<file path="src/rtl/knn_dist_batcher.sv">
// knn_dist_batcher: groups a stream of 32-bit kNN distances into 17-entry
// batches for the downstream sort17 network. Short batches (closed early by
// in_last) are padded with PAD_VAL so padding sorts into the largest slots.
// A closed batch is held stable under a valid/ready handshake.
module knn_dist_batcher #(
  parameter int unsigned       DATA_W  = 32,
  parameter int unsigned       N       = 17,
  parameter logic [DATA_W-1:0] PAD_VAL = '1
) (
  input  logic              clk,
  input  logic              rst_n,
  input  logic              clear,
  input  logic              in_valid,
  output logic              in_ready,
  input  logic [DATA_W-1:0] in_data,
  input  logic              in_last,
  output logic              out_valid,
  input  logic              out_ready,
  output logic [DATA_W-1:0] out_data [N],
  output logic [4:0]        out_count,
  output logic              out_last,
  output logic [15:0]       batch_cnt
);

  typedef enum logic {
    FILL = 1'b0,
    HOLD = 1'b1
  } state_t;

  state_t            state_q;
  logic [4:0]        fill_q;
  logic [DATA_W-1:0] slot_q [N];
  logic              in_ready_q;
  logic              out_valid_q;
  logic [4:0]        out_count_q;
  logic              out_last_q;
  logic [15:0]       batch_cnt_q;
  logic [15:0]       batch_cnt_d;

  // Saturating increment of the emitted-batch counter.
  always_comb begin
    batch_cnt_d = batch_cnt_q;
    if (batch_cnt_q != '1) begin
      batch_cnt_d = batch_cnt_q + 16'd1;
    end
  end

  // Batch FSM: FILL accepts beats into slots, HOLD presents the batch until taken.
  always_ff @(posedge clk or negedge rst_n) begin
    if (!rst_n) begin
      state_q     <= FILL;
      fill_q      <= '0;
      in_ready_q  <= 1'b0;
      out_valid_q <= 1'b0;
      out_count_q <= '0;
      out_last_q  <= 1'b0;
      batch_cnt_q <= '0;
      for (int unsigned i = 0; i < N; i++) begin
        slot_q[i] <= PAD_VAL;
      end
    end else if (clear) begin
      // Flush wins over any beat or handshake in the same cycle.
      state_q     <= FILL;
      fill_q      <= '0;
      in_ready_q  <= 1'b1;
      out_valid_q <= 1'b0;
      out_count_q <= '0;
      out_last_q  <= 1'b0;
      batch_cnt_q <= '0;
      for (int unsigned i = 0; i < N; i++) begin
        slot_q[i] <= PAD_VAL;
      end
    end else begin
      case (state_q)
        FILL: begin
          in_ready_q <= 1'b1;
          if (in_valid && in_ready_q) begin
            slot_q[fill_q] <= in_data;
            fill_q         <= fill_q + 5'd1;
            if (fill_q == 5'(N - 1) || in_last) begin
              state_q     <= HOLD;
              in_ready_q  <= 1'b0;
              out_valid_q <= 1'b1;
              out_count_q <= fill_q + 5'd1;
              out_last_q  <= in_last;
            end
          end
        end
        HOLD: begin
          if (out_ready) begin
            // Slots are re-padded here so the next batch starts clean.
            state_q     <= FILL;
            fill_q      <= '0;
            in_ready_q  <= 1'b1;
            out_valid_q <= 1'b0;
            batch_cnt_q <= batch_cnt_d;
            for (int unsigned i = 0; i < N; i++) begin
              slot_q[i] <= PAD_VAL;
            end
          end
        end
        default: begin
          state_q <= FILL;
        end
      endcase
    end
  end

  assign in_ready  = in_ready_q;
  assign out_valid = out_valid_q;
  assign out_data  = slot_q;
  assign out_count = out_count_q;
  assign out_last  = out_last_q;
  assign batch_cnt = batch_cnt_q;

endmodule
</file>
<file path="config.mk">
export PLATFORM = sky130hd
export DESIGN_NAME = knn_dist_batcher
export DESIGN_NICKNAME = d
export VERILOG_FILES = /design/src/rtl/knn_dist_batcher.sv
export SDC_FILE = /design/constraint.sdc
export NUM_CORES = 1
export LEC_CHECK = 0
export ABC_AREA = 1
export CORE_ASPECT_RATIO = 1.5
export CORE_MARGIN = 5
export CORE_UTILIZATION = 30
export CTS_CLUSTER_DIAMETER = 200
export DETAILED_ROUTE_END_ITERATION = 8
export DONT_BUFFER_PORTS = 1
export PLACE_DENSITY_LB_ADDON = 0.15
export SLEW_MARGIN = 20
export SYNTH_ARGS = -nofsm -noshare
export SYNTH_HDL_FRONTEND = slang
export SYNTH_SLANG_ARGS = --single-unit
</file>
<file path="constraint.sdc">
create_clock -name clk -period 1.73 [get_ports clk]
set_clock_uncertainty 0.15 [all_clocks]
set_input_delay 0.173 -clock clk [delete_from_list [all_inputs] [get_ports clk]]
set_output_delay 0.173 -clock clk [all_outputs]
set_load 0.1 [all_outputs]
</file>
---- After elaboration in Yosys (flattened, before gate mapping) ----
Cells that the tools add are included.
storage, ports and cells
  register bits ........................... 574
  input port bits ......................... 38
  output and inout port bits .............. 568
  logic and storage cells ................. 86
cells by class
  $add $sub $neg .......................... 2
  order comparisons ....................... 2
  equality and inequality tests ........... 6
  multiplexer cells ....................... 38
  bitwise logic cells ..................... 2
  reduce and logical (&&, ||, !) cells .... 12
operator list
  operator               number
  $mux 544               3
  $pmux 544 s2           1
  $bwmux 544             1
  $demux 32 s5           1
  $mux 16                4
  $mux 5                 7
  $mux 32                1
  $add 16x1->16 const B  1
  $mux 1                 16
  $ne 16x16->1 const B   1
  $pmux 5 s2             1
  $reduce_bool 2->1      5
  $ne 3x3->1 const B     3
  $reduce_and 3->1       3
  $ge 6x6->1 const B     1
  $lt 6x1->1 const B     1
  $not 5->6              1
  $pmux 1 s2             3
  $add 5x1->5 const B    1
  $eq 5x5->1 const B     1
  $logic_and 1x1->1      2
  $ne 2x2->1 const B     1
  $reduce_and 2->1       1
  $logic_or 1x1->1       1
  $not 1->1              1

---- Longest topological paths before layout ----
Gate-level depths: netlist (run 1).
  depth in word-level cells ............... 9
  depth in mapped cells ................... 9
  gate-level depth less buffers ........... 9

---- Worst setup path before layout (run 1) ----
Ideal clock, no wire load.
  path type ............................... reg-to-reg
  from .................................... register batch_cnt_q[0], in the netlist batch_cnt[0]
  to ...................................... register batch_cnt_q[8], in the netlist batch_cnt[8]
  library setup time ...................... 0.083 ns
  data arrival time ....................... 2.285 ns
  required time ........................... 1.497 ns
  setup slack ............................. -0.788 ns
  cell stages (with the launch flop) ...... 9
  path buffers ............................ 1
  period minus slack after synthesis ...... 2.518 ns
  path through ............................ dfrtp_1 ha_1 inv_1 nor2_1 nand4_1 nand2_1 buf_2 nand2_1 o21ai_0
between the ends
  word-level cells in the longest chain between the ends .. 5
  elaborated cells on any way between the ends .. 8
  classes of those cells .................. 1 x add/sub; 1 x eq/ne; 4 x mux; 2 x reduce/logical
RTL lines
  item                    line  text
  start, declared         37    logic [15:0] batch_cnt_q;
  start signal, assigned  96    batch_cnt_q <= batch_cnt_d;
  $add 16x1->16           44    batch_cnt_d = batch_cnt_q + 16'd1;
  $mux 16                 43    if (batch_cnt_q != '1) begin
  $mux 16                 90    if (out_ready) begin
  $mux 16                 74    case (state_q)
  $mux 16                 61    end else if (clear) begin
Parallel ways exist; a longest one is shown, timed or not. The select of a mux whose other input is x is not followed.
A chain may end at the register's enable or synchronous reset.

---- Final worst setup path (run 1) ----
  from .................................... register fill_q[1]
  to ...................................... register slot_q, in the netlist out_data[121]
between the ends
  word-level cells in the longest chain between the ends .. 9
  elaborated cells on any way between the ends .. 10
  classes of those cells .................. 2 x order compare; 6 x mux; 1 x bitwise; 1 x reduce/logical
RTL lines
  item                                                                   line  text
  start, declared                                                        31    logic [4:0] fill_q;
  start signal, assigned                                                 79    fill_q <= fill_q + 5'd1;
  $not 5->6 (not written as such) *                                      78    slot_q[fill_q] <= in_data;
  $ge 6x6->1 (not written as such) / $lt 6x1->1 (equally long branches)  78
  $logic_and 1x1->1 (not written as such)                                78
  $mux 32 (not written as such)                                          78
  $demux 32 s5 *                                                         78
  $bwmux 544 *                                                           78
  $mux 544 *                                                             77    if (in_valid && in_ready_q) begin
  $pmux 544 s2 *                                                         74
  $mux 544 *                                                             61
  end signal, assigned by index                                          78
  end, declared                                                          32    logic [DATA_W-1:0] slot_q [N];
Mark *: on every way between the ends. The rest lies on a longest branch, timed or not. The select of a mux whose other input is x is not followed.

==> results of run 1 <==
## synth_stat cells
cell type | instances | share of area
nand3b_1 | 1 | 0.00034
nand3_1 | 15 | 0.0034
inv_2 | 2 | 0.00034
o21ba_2 | 1 | 0.00045
buf_4 | 14 | 0.0048
nor2_2 | 1 | 0.00028
nand4_1 | 5 | 0.0014
buf_6 | 5 | 0.0025
nor2_1 | 281 | 0.048
clkbuf_1 | 50 | 0.0085
o21bai_1 | 2 | 0.00068
nand2_2 | 1 | 0.00028
ha_1 | 5 | 0.0028
nor3_1 | 2 | 0.00045
nor2_4 | 1 | 0.00051
a21oi_4 | 9 | 0.0066
a21oi_2 | 2 | 0.00079
xnor2_1 | 4 | 0.0016
a21oi_1 | 232 | 0.053
dfrtp_1 | 30 | 0.034
xor2_1 | 4 | 0.0016
o21ai_0 | 301 | 0.068
clkinv_1 | 1 | 0.00017
inv_1 | 61 | 0.010
buf_2 | 77 | 0.017
or2_2 | 4 | 0.0011
o21ai_1 | 2 | 0.00045
nand2_1 | 490 | 0.083
dfstp_2 | 544 | 0.65
## cell families (layout without fill, tap and decap cells)
kind of cell | count (synthesis) | in the layout | synth area share
compound gates | 549 | 549 | 0.130
xor+xnor | 8 | 8 | 0.00317
fa+ha+maj | 5 | 5 | 0.00283
buf+inv | 210 | 1017 | 0.0441
flops | 574 | 574 | 0.681
simple gates | 801 | 801 | 0.139
## what timing repair did
item,in CTS,in global routing
pin swaps,25,30
endpoints found under the setup margin,1096,1123
hold buffers,36,1
hold endpoints to repair,1145,394
resized for setup,238,315
gates cloned,28,45
setup buffers,46,18
## worst max-delay path: stages (launching register included)
cell and delay, ps:
dfrtp_1 410, inv_2 110, buf_6 120, ha_4 170
nand2_2 80, a21oi_4 180, buf_12 160, buf_12 140
clkbuf_16 180, nand2_1 50, o21ai_1 70
## metrics by stage
step / hold WS (ps) / setup slack [ps] / setup TNS [ps]
floorplan: -273 / -79.9 / -33680
global placement: -257 / -191 / -33900
detailed placement: -259 / -265 / -58010
CTS: -950 / -147 / -82800
global route: -950 / -245 / -139280
finish: -902 / -193 / -67710
## metal layers
layer,GRT usage,vias to the layer above,wire length (µm)
li1,-,8529,-
met1,0.259,9687,36500
met2,0.374,860,52700
met3,0.0622,198,8340
met4,0.0752,0,4940
met5,0,-,0
## worst min path at each step
stage / start / end / slack (ps) / cells past startpoint
final: rst_n / batch_cnt[6] / -900 / 0
after global routing: rst_n / batch_cnt[10] / -950 / 0
after CTS: rst_n / batch_cnt[11] / -950 / 0
after detailed placement: rst_n / batch_cnt[10] / -260 / 0
after global placement: rst_n / batch_cnt[11] / -260 / 0
after floorplan: rst_n / batch_cnt[10] / -270 / 0
## registers in the layout, indices dropped and copies added, names as in the netlist
register   cells
batch_cnt     16
out_count      5
out_valid      1
fill_q         5
out_data     544
in_ready       1
out_last       1
state_q        1
## cell type report
type	count	area [µm²]	area share
multi-input cells	1363	7050	0.204
flip-flops and latches	574	15200	0.439
clock inverters	20	268	0.00774
well taps	992	1240	0.0359
inverters	64	299	0.00865
repair buffers	850	8860	0.256
clock buffers	83	1690	0.0490
## layout by cell type, fill, tap and decap left out, drive strengths merged, types with 6 or more instances in the layout
master	count
a21oi	243
buf	785
bufinv	6
clkbuf	110
clkinv	10
dfrtp	30
dfstp	544
dlygate4sd3	36
inv	68
nand2	491
nand3	15
nor2	283
o21ai	303
## power by group
group	leakage, nW	internal (mW)	switching, mW
registers	6.11	17.7	2.31
logic	7.88	6.43	23.6
clock network	0.978	7.66	5.54
total	15.0	31.8	31.4
==> reports/metrics.cfg, run 1 <==
[clock_network]
clkSlewWorstSetupHoldPaths_ps=60
cts_buffers=56
cts_tree=yes
clk_latency_ps=620
cts-htree-levels=2
clockRootBuffer=clkbuf_16
clock-sinks=574
clockBufferDepth=3

[route]
initialDrtViolationCount=1333
post_drt_wl_per_cell_um=26.0
vias=19300
viasPerCell=4.88
route.detailed.drc=0
antenna_left=0
wirelength_mm=102
firstDrtPassIters=5

[worst_setup_path]
reg2regPathDepth=10
cp_data_required_time_ps=2130
cp-endpoint=out_data[121]
rr_startpoint=fill_q[1]
r2r_slack_ps=-190
critical_path_arrival_ps=2320
crit_fanout=7
r2r-end=out_data[121]
end_kind=flop
crit_type=reg -> reg
start_kind=flop
crit_start=fill_q[1]

[sta]
worst_slack_ps=-193
final.period_utilization=1.11
setup_viol=1066
finalHoldViolCount=381
worstMarginPinSlew_ps=862
fmax_mhz=520
whs_ps=-902
drv_slew=0
relSlewSlack=0.425
rsz0062_at_grt=true
final.min_clock_period_ps=1920

[placed_design]
gp_routability_congestion=0.840
place_inst=3668
dpl-instance-area_um2=28500
dpl.hpwl_mm=55.2
port_buffers=0

[pwr]
p_per_area_nw_per_um2=1830
max-vdd-ir-drop_v=0.00103
totalPowerFinal_mw=63.2
p_leak_nw=15.0

[hold_path]
hp-class=in -> async

[floorplanning]
die_w_um=232
initial_utilization=0.301
die_h_um=342
io_pins=606
dieArea_um2=79300
row_count=122
core_um2=73400

[grt]
grt_antenna_before_repair=2
grt_pass1_wl_mm=129
grt-ovfl-total=0
grt_max_degree=575
grt_pass1_vias=18700
grt.total_usage=0.216

[synth]
netlist_area_um2=22100
synth.distinct_cells=29
synth_seq_cells=574
yosys_warnings=0
netlist_instances=2147
synth-seq-area-share=0.681
syn-num-nets=2190
avgSynthCellArea_um2=10.3

[layout]
nFillCells=6801
post-route-util=0.471
drive_gt1_frac=0.582
final_area_um2=34600
n_antenna_cell=0
area_delta_synth_final_pct=56.6
layout.cells.non_filler=3946
fin_nets=2952

[status]
violations=hold timing, setup timing
status=finished, violations left

[flow_run]
cap_viol_max_count=0

(Power assumes the default switching activity.)
==> inputs of run 2 (changes only) <==
==> constraint.sdc (replaced) <==
create_clock -name clk -period 2.45 [get_ports clk]
set_clock_uncertainty 0.15 [all_clocks]
set_input_delay 0.245 -clock clk [delete_from_list [all_inputs] [get_ports clk]]
set_output_delay 0.245 -clock clk [all_outputs]
set_load 0.1 [all_outputs]
==> reports/metrics.cfg, run 2 (synthesis gave the netlist of run 1 again) <==
[status]
status=finished, violations left
violations=hold timing, slew limit, setup timing

[worst_setup_path]
end_kind=asynchronous set/reset pin
rr_startpoint=fill_q[0]
r2r_slack_ps=180  ; +370 ps
start_kind=input port
crit_type=in -> async
cp_data_required_time_ps=2020  ; -110 ps
reg2regPathDepth=8  ; -2
crit_fanout=574  ; +567
critical_path_arrival_ps=2360  ; +40 ps
r2r-end=in_ready

[flow_run]
cap_viol_max_count=0  ; unchanged

[floorplanning]
dieArea_um2=79300  ; unchanged
row_count=122  ; unchanged
die_h_um=342  ; unchanged
initial_utilization=0.301  ; unchanged
die_w_um=232  ; unchanged
core_um2=73400  ; unchanged
io_pins=606  ; unchanged

[clock_network]
clkSlewWorstSetupHoldPaths_ps=70  ; about the same
clockRootBuffer=clkbuf_16
cts_buffers=56  ; unchanged
clock-sinks=574  ; unchanged
cts-htree-levels=2  ; unchanged
cts_tree=yes
clk_latency_ps=600  ; -20 ps
clockBufferDepth=3  ; unchanged
holdBufCountCts=37  ; +2.8%

[grt]
grt_max_degree=575  ; unchanged
grt-ovfl-total=0  ; unchanged
grt_pass1_vias=15100  ; -19%
grt_pass1_wl_mm=109  ; -16%
grt_antenna_before_repair=3  ; +1
grt.total_usage=0.181  ; -0.0352

[route]
route.detailed.drc=0  ; unchanged
viasPerCell=4.70  ; -3.8%
antenna_left=0  ; unchanged
wirelength_mm=76.1  ; -26%
initialDrtViolationCount=874  ; -34%
firstDrtPassIters=5  ; unchanged
post_drt_wl_per_cell_um=23.5  ; -9.4%
vias=15200  ; -21%

[sta]
fmax_mhz=358
worst_slack_ps=-345  ; -153 ps
drv_slew=492  ; +492
final.min_clock_period_ps=2800
worstMarginPinSlew_ps=4230  ; +3370 ps
whs_ps=-798  ; +104 ps
setup_viol=18  ; -98%
finalHoldViolCount=60  ; -84%
relSlewSlack=-1.82  ; -2.25
final.period_utilization=1.14

[placed_design]
dpl.hpwl_mm=50.9  ; -7.7%
port_buffers=0  ; unchanged
preCtsSetupSlack_ps=133  ; +398 ps
gp_routability_congestion=0.815  ; -3.0%

[hold_path]
hp-class=in -> async

[pwr]
p_per_area_nw_per_um2=1520  ; -17%
max-vdd-ir-drop_v=0.000598  ; -42%
p_leak_nw=10.5  ; -30%

[layout]
area_delta_synth_final_pct=17.0
largest_register_ffs=544  ; unchanged
layout_commonest_cell=dfstp_2
nFillCells=7343  ; +8.0%
layout_common_cells=dfstp_2, nand2_1, o21ai_0
fin_nets=2235  ; -24%
regArea_um2=15000  ; -0.77%
drive_gt1_frac=0.349  ; -0.233
multi_input_area_um2=6120  ; -13%

-- run 2: per-layer routing --
layer,GRT usage,part of all wire
met3,0.0836,0.11
met5,0,0
met1,0.215,0.38
met2,0.294,0.48
met4,0.0568,0.029
-- run 2: worst max path at each step --
stage                 start            end  slack, ps  cells past startpoint
2_1_floorplan  batch_cnt[2]   batch_cnt[8]        110                      7
4_1_cts           out_ready  out_data[121]         10                      9
6_report              rst_n      fill_q[0]       -350                      0
5_1_grt           out_ready   out_data[82]        -20                     11
3_3_place_gp      fill_q[2]  out_data[290]        210                      6
3_5_place_dp      fill_q[2]  out_data[304]        130                      6
-- run 2: power by group --
group,internal (mW),switching (mW)
clock,4.88,3.82
sequential,12.8,14.4
combinational,1.08,2.14
-- run 2: metrics by stage --
stage | power (mW) | cells | setup TNS [ps] | util | instance area, µm²
2_1_floorplan | 28.7 | 2147 | 0 | - | 22100
3_3_place_gp | 30.5 | 3086 | 0 | 0.320 | 23500
3_5_place_dp | 30.6 | 3086 | 0 | 0.320 | 23500
4_1_cts | 39.6 | 3228 | 0 | 0.350 | 25700
5_1_grt | 40.6 | 3232 | -42.5 | 0.352 | 25800
6_report | 39.2 | 3234 | -5890 | 0.352 | 25800
-- run 2: cell type report --
type,count,share of cell area
Antenna cell,3,0.000291
Clock inverter,20,0.00683
Timing Repair Buffer,133,0.0519
Multi-Input combinational cell,1363,0.237
Sequential cell,574,0.582
Tap cell,992,0.0480
Clock buffer,85,0.0639
Inverter,64,0.00949
-- run 2: timing repair --
item	4_1_cts	5_1_grt
hold endpoints to repair	1069	574
endpoints found under the setup margin	0	126
setup buffers	0	1
resized for setup	0	12
==> inputs of run 3 (changes only) <==
--- a/config.mk
+++ b/config.mk
@@ -5,7 +5,6 @@
 export SDC_FILE = /design/constraint.sdc
 export NUM_CORES = 1
 export LEC_CHECK = 0
-export ABC_AREA = 1
 export CORE_ASPECT_RATIO = 1.5
 export CORE_MARGIN = 5
 export CORE_UTILIZATION = 30
@@ -13,7 +12,7 @@
 export DETAILED_ROUTE_END_ITERATION = 8
 export DONT_BUFFER_PORTS = 1
 export PLACE_DENSITY_LB_ADDON = 0.15
-export SLEW_MARGIN = 20
+export SLEW_MARGIN = 10
 export SYNTH_ARGS = -nofsm -noshare
 export SYNTH_HDL_FRONTEND = slang
 export SYNTH_SLANG_ARGS = --single-unit
==> reports/metrics.cfg, run 3 <==
[placed_design]
dpl.hpwl_mm=52.3  ; +2.7%
dpl-instance-area_um2=23500  ; about the same
gp_routability_congestion=0.785  ; -3.7%
port_buffers=0  ; unchanged

[floorplanning]
row_count=122  ; unchanged
io_pins=606  ; unchanged
initial_utilization=0.302  ; +0.000723
dieArea_um2=79800  ; +0.63%
core_um2=73700  ; +0.42%
die_h_um=343  ; +0.32%
die_w_um=232  ; +0.31%

[synth]
synth_area_leaders=dfstp_2, o21ai_0, nand2_1
synth-seq-area-share=0.677  ; -0.00445
yosys_warnings=0  ; unchanged
synth_most_common_cell=dfstp_2
netlist_instances=2013  ; -6.2%
synth_flop_cell=dfstp_2
syn-num-nets=2056  ; -6.1%
netlist_top_cells_count=dfstp_2, nand2_1, o21ai_0, nor2_1, a21oi_1
yosysTopAreaCellShare=0.643  ; -0.00423
synth.distinct_cells=50  ; +72%
synth_edf_count=0  ; unchanged
async_flop_share=1.00  ; unchanged
netlist_area_um2=22200  ; +0.66%
yosysTopAreaCell=dfstp_2
synth_seq_cells=574  ; unchanged
avgSynthCellArea_um2=11.0  ; +7.4%

[sta]
final.period_utilization=1.10  ; -0.0400
setup_viol=12  ; -6
final.min_clock_period_ps=2700  ; -98.0 ps
drv_slew=480  ; -2.4%
worstMarginPinSlew_ps=3900  ; -336 ps
whs_ps=-626  ; +172 ps
rsz0062_at_grt=false
finalHoldViolCount=87  ; +45%
worst_slack_ps=-247  ; +98.0 ps
fin_tns_setup_ps=-549  ; +5340 ps
fmax_mhz=371  ; +3.6%
relSlewSlack=-1.60  ; +0.224

[grt]
grt.total_usage=0.185  ; +0.00365
grt-ovfl-total=0  ; unchanged
grt_pass1_vias=14400  ; -4.4%
grt_pass1_wl_mm=109  ; +0.43%
grt_max_degree=575  ; unchanged
grt_antenna_before_repair=6  ; +3

[layout]
layout_common_cells=dfstp_2, nand2_1, o21ai_0
post-route-util=0.351  ; -0.000353
fin_nets=2082  ; -6.8%
largest_register_ffs=544  ; unchanged
drive_gt1_frac=0.379  ; +0.0302
final_area_um2=25900  ; +0.31%
area_delta_synth_final_pct=16.6
layout_commonest_cell=dfstp_2

[clock_network]
clock-sinks=574  ; unchanged
clockRootBuffer=clkbuf_16
post_cts_buffers=0  ; unchanged
clk_latency_ps=620  ; +20 ps
cts_tree=yes
cts-htree-levels=2  ; unchanged
clkSlewWorstSetupHoldPaths_ps=60  ; about the same
clockBufferDepth=3  ; unchanged
holdBufCountCts=35  ; -5.4%
cts_buffers=57  ; +1.8%

[worst_setup_path]
reg2regPathDepth=3  ; -5
r2r_slack_ps=240  ; +60 ps
end_kind=asynchronous set/reset pin
crit_fanout=574  ; unchanged
cp_data_required_time_ps=1870  ; -150 ps
start_kind=input port
rr_startpoint=state_q
crit_type=in -> async
critical_path_arrival_ps=2120  ; -240 ps
r2r-end=out_data[312]

[status]
violations=hold timing, slew limit, setup timing
status=finished, violations left

[route]
firstDrtPassIters=5  ; unchanged
post_drt_wl_per_cell_um=24.9  ; +5.7%
initialDrtViolationCount=719  ; -18%
route.detailed.drc=0  ; unchanged
viasPerCell=4.71  ; +0.21%
antenna_left=0  ; unchanged
vias=14500  ; -4.4%
wirelength_mm=76.7  ; +0.76%

[flow_run]
cap_viol_max_count=0  ; unchanged

[pwr]
p_per_area_nw_per_um2=1500  ; -1.3%
max-vdd-ir-drop_v=0.000776  ; +30%
p_leak_nw=10.2  ; -3.4%

[hold_path]
hp-class=in -> async

[run 3: cell types whose count changed in the layout (fill, tap and decap cells not counted), sizes merged, moves of 6 or more]
| cell | delta |
|---|---|
| nor4 | +6 |
| buf | -7 |
| a21oi | -79 |
| o21ai | +101 |
| nor2 | -71 |
| and4bb | +7 |
| nand3 | -7 |
| xnor2 | +6 |
| clkbuf | -8 |
| nand2 | -98 |
| o22ai | +12 |
| inv | -58 |
[run 3: through the flow]
step                hold WS [ps]  cells  setup WS (ps)  power, mW
floorplan                   -201   2013           31.2       27.9
global placement            -107   2937            239       29.5
detailed placement          -115   2937            208       29.6
CTS                         -794   3079            161       39.3
global route                -726   3081           80.1       40.2
finish                      -626   3084           -247       38.8
[run 3: power breakdown]
| part | switching [mW] | leakage [nW] | internal (mW) |
|---|---|---|---|
| Sequential | 13.8 | 6.13 | 12.7 |
| Combinational | 1.90 | 3.04 | 1.01 |
| Clock | 3.86 | 1.00 | 5.50 |
| Total | 19.6 | 10.2 | 19.2 |
[run 3: routing by layer]
layer	wire length (µm)	global-route usage	vias up
li1	-	-	6800
met3	8240	0.0791	103
met4	2510	0.0595	0
met1	29700	0.223	7075
met2	36300	0.300	546
met5	0	0	-
[run 3: what timing repair did]
item | in CTS | in global routing
gates resized for setup | 0 | 1
hold endpoints to repair | 1148 | 574
setup endpoints to repair | 0 | 10
[run 3: area by class of cell]
| cell class | count | area [µm²] |
|---|---|---|
| fill | 7369 | 47800 |
| sequential | 574 | 15000 |
| multi-input combinational | 1279 | 6290 |
| clock buffer | 80 | 1710 |
| timing repair buffer | 121 | 1290 |
| tap | 992 | 1240 |
| clock inverter | 27 | 310 |
| inverter | 6 | 22.5 |
| antenna | 5 | 12.5 |
[run 3: how the worst max path moves through the flow]
stage	start	endpoint	slack, ps	depth (start not counted)
floorplan	batch_cnt[4]	batch_cnt[1]	30	4
global placement	state_q	out_data[312]	240	3
detailed placement	state_q	out_data[312]	210	3
CTS	clear	out_data[451]	160	6
global route	fill_q[0]	out_data[25]	80	7
finish	rst_n	batch_cnt[0]	-250	0
[run 3: logic make-up (layout without fill, tap and decap cells)]
logic type,count (synthesis),count (layout),synth area share
and+or+nand+nor,659,659,0.122
AOI/OAI and AO/OA,597,597,0.147
DFF,574,574,0.677
buffers and inverters,160,234,0.0445
xor gates and xnor gates,14,14,0.00552
adders and majority gates,5,5,0.00281
muxes,4,4,0.00180
other,0,5,0
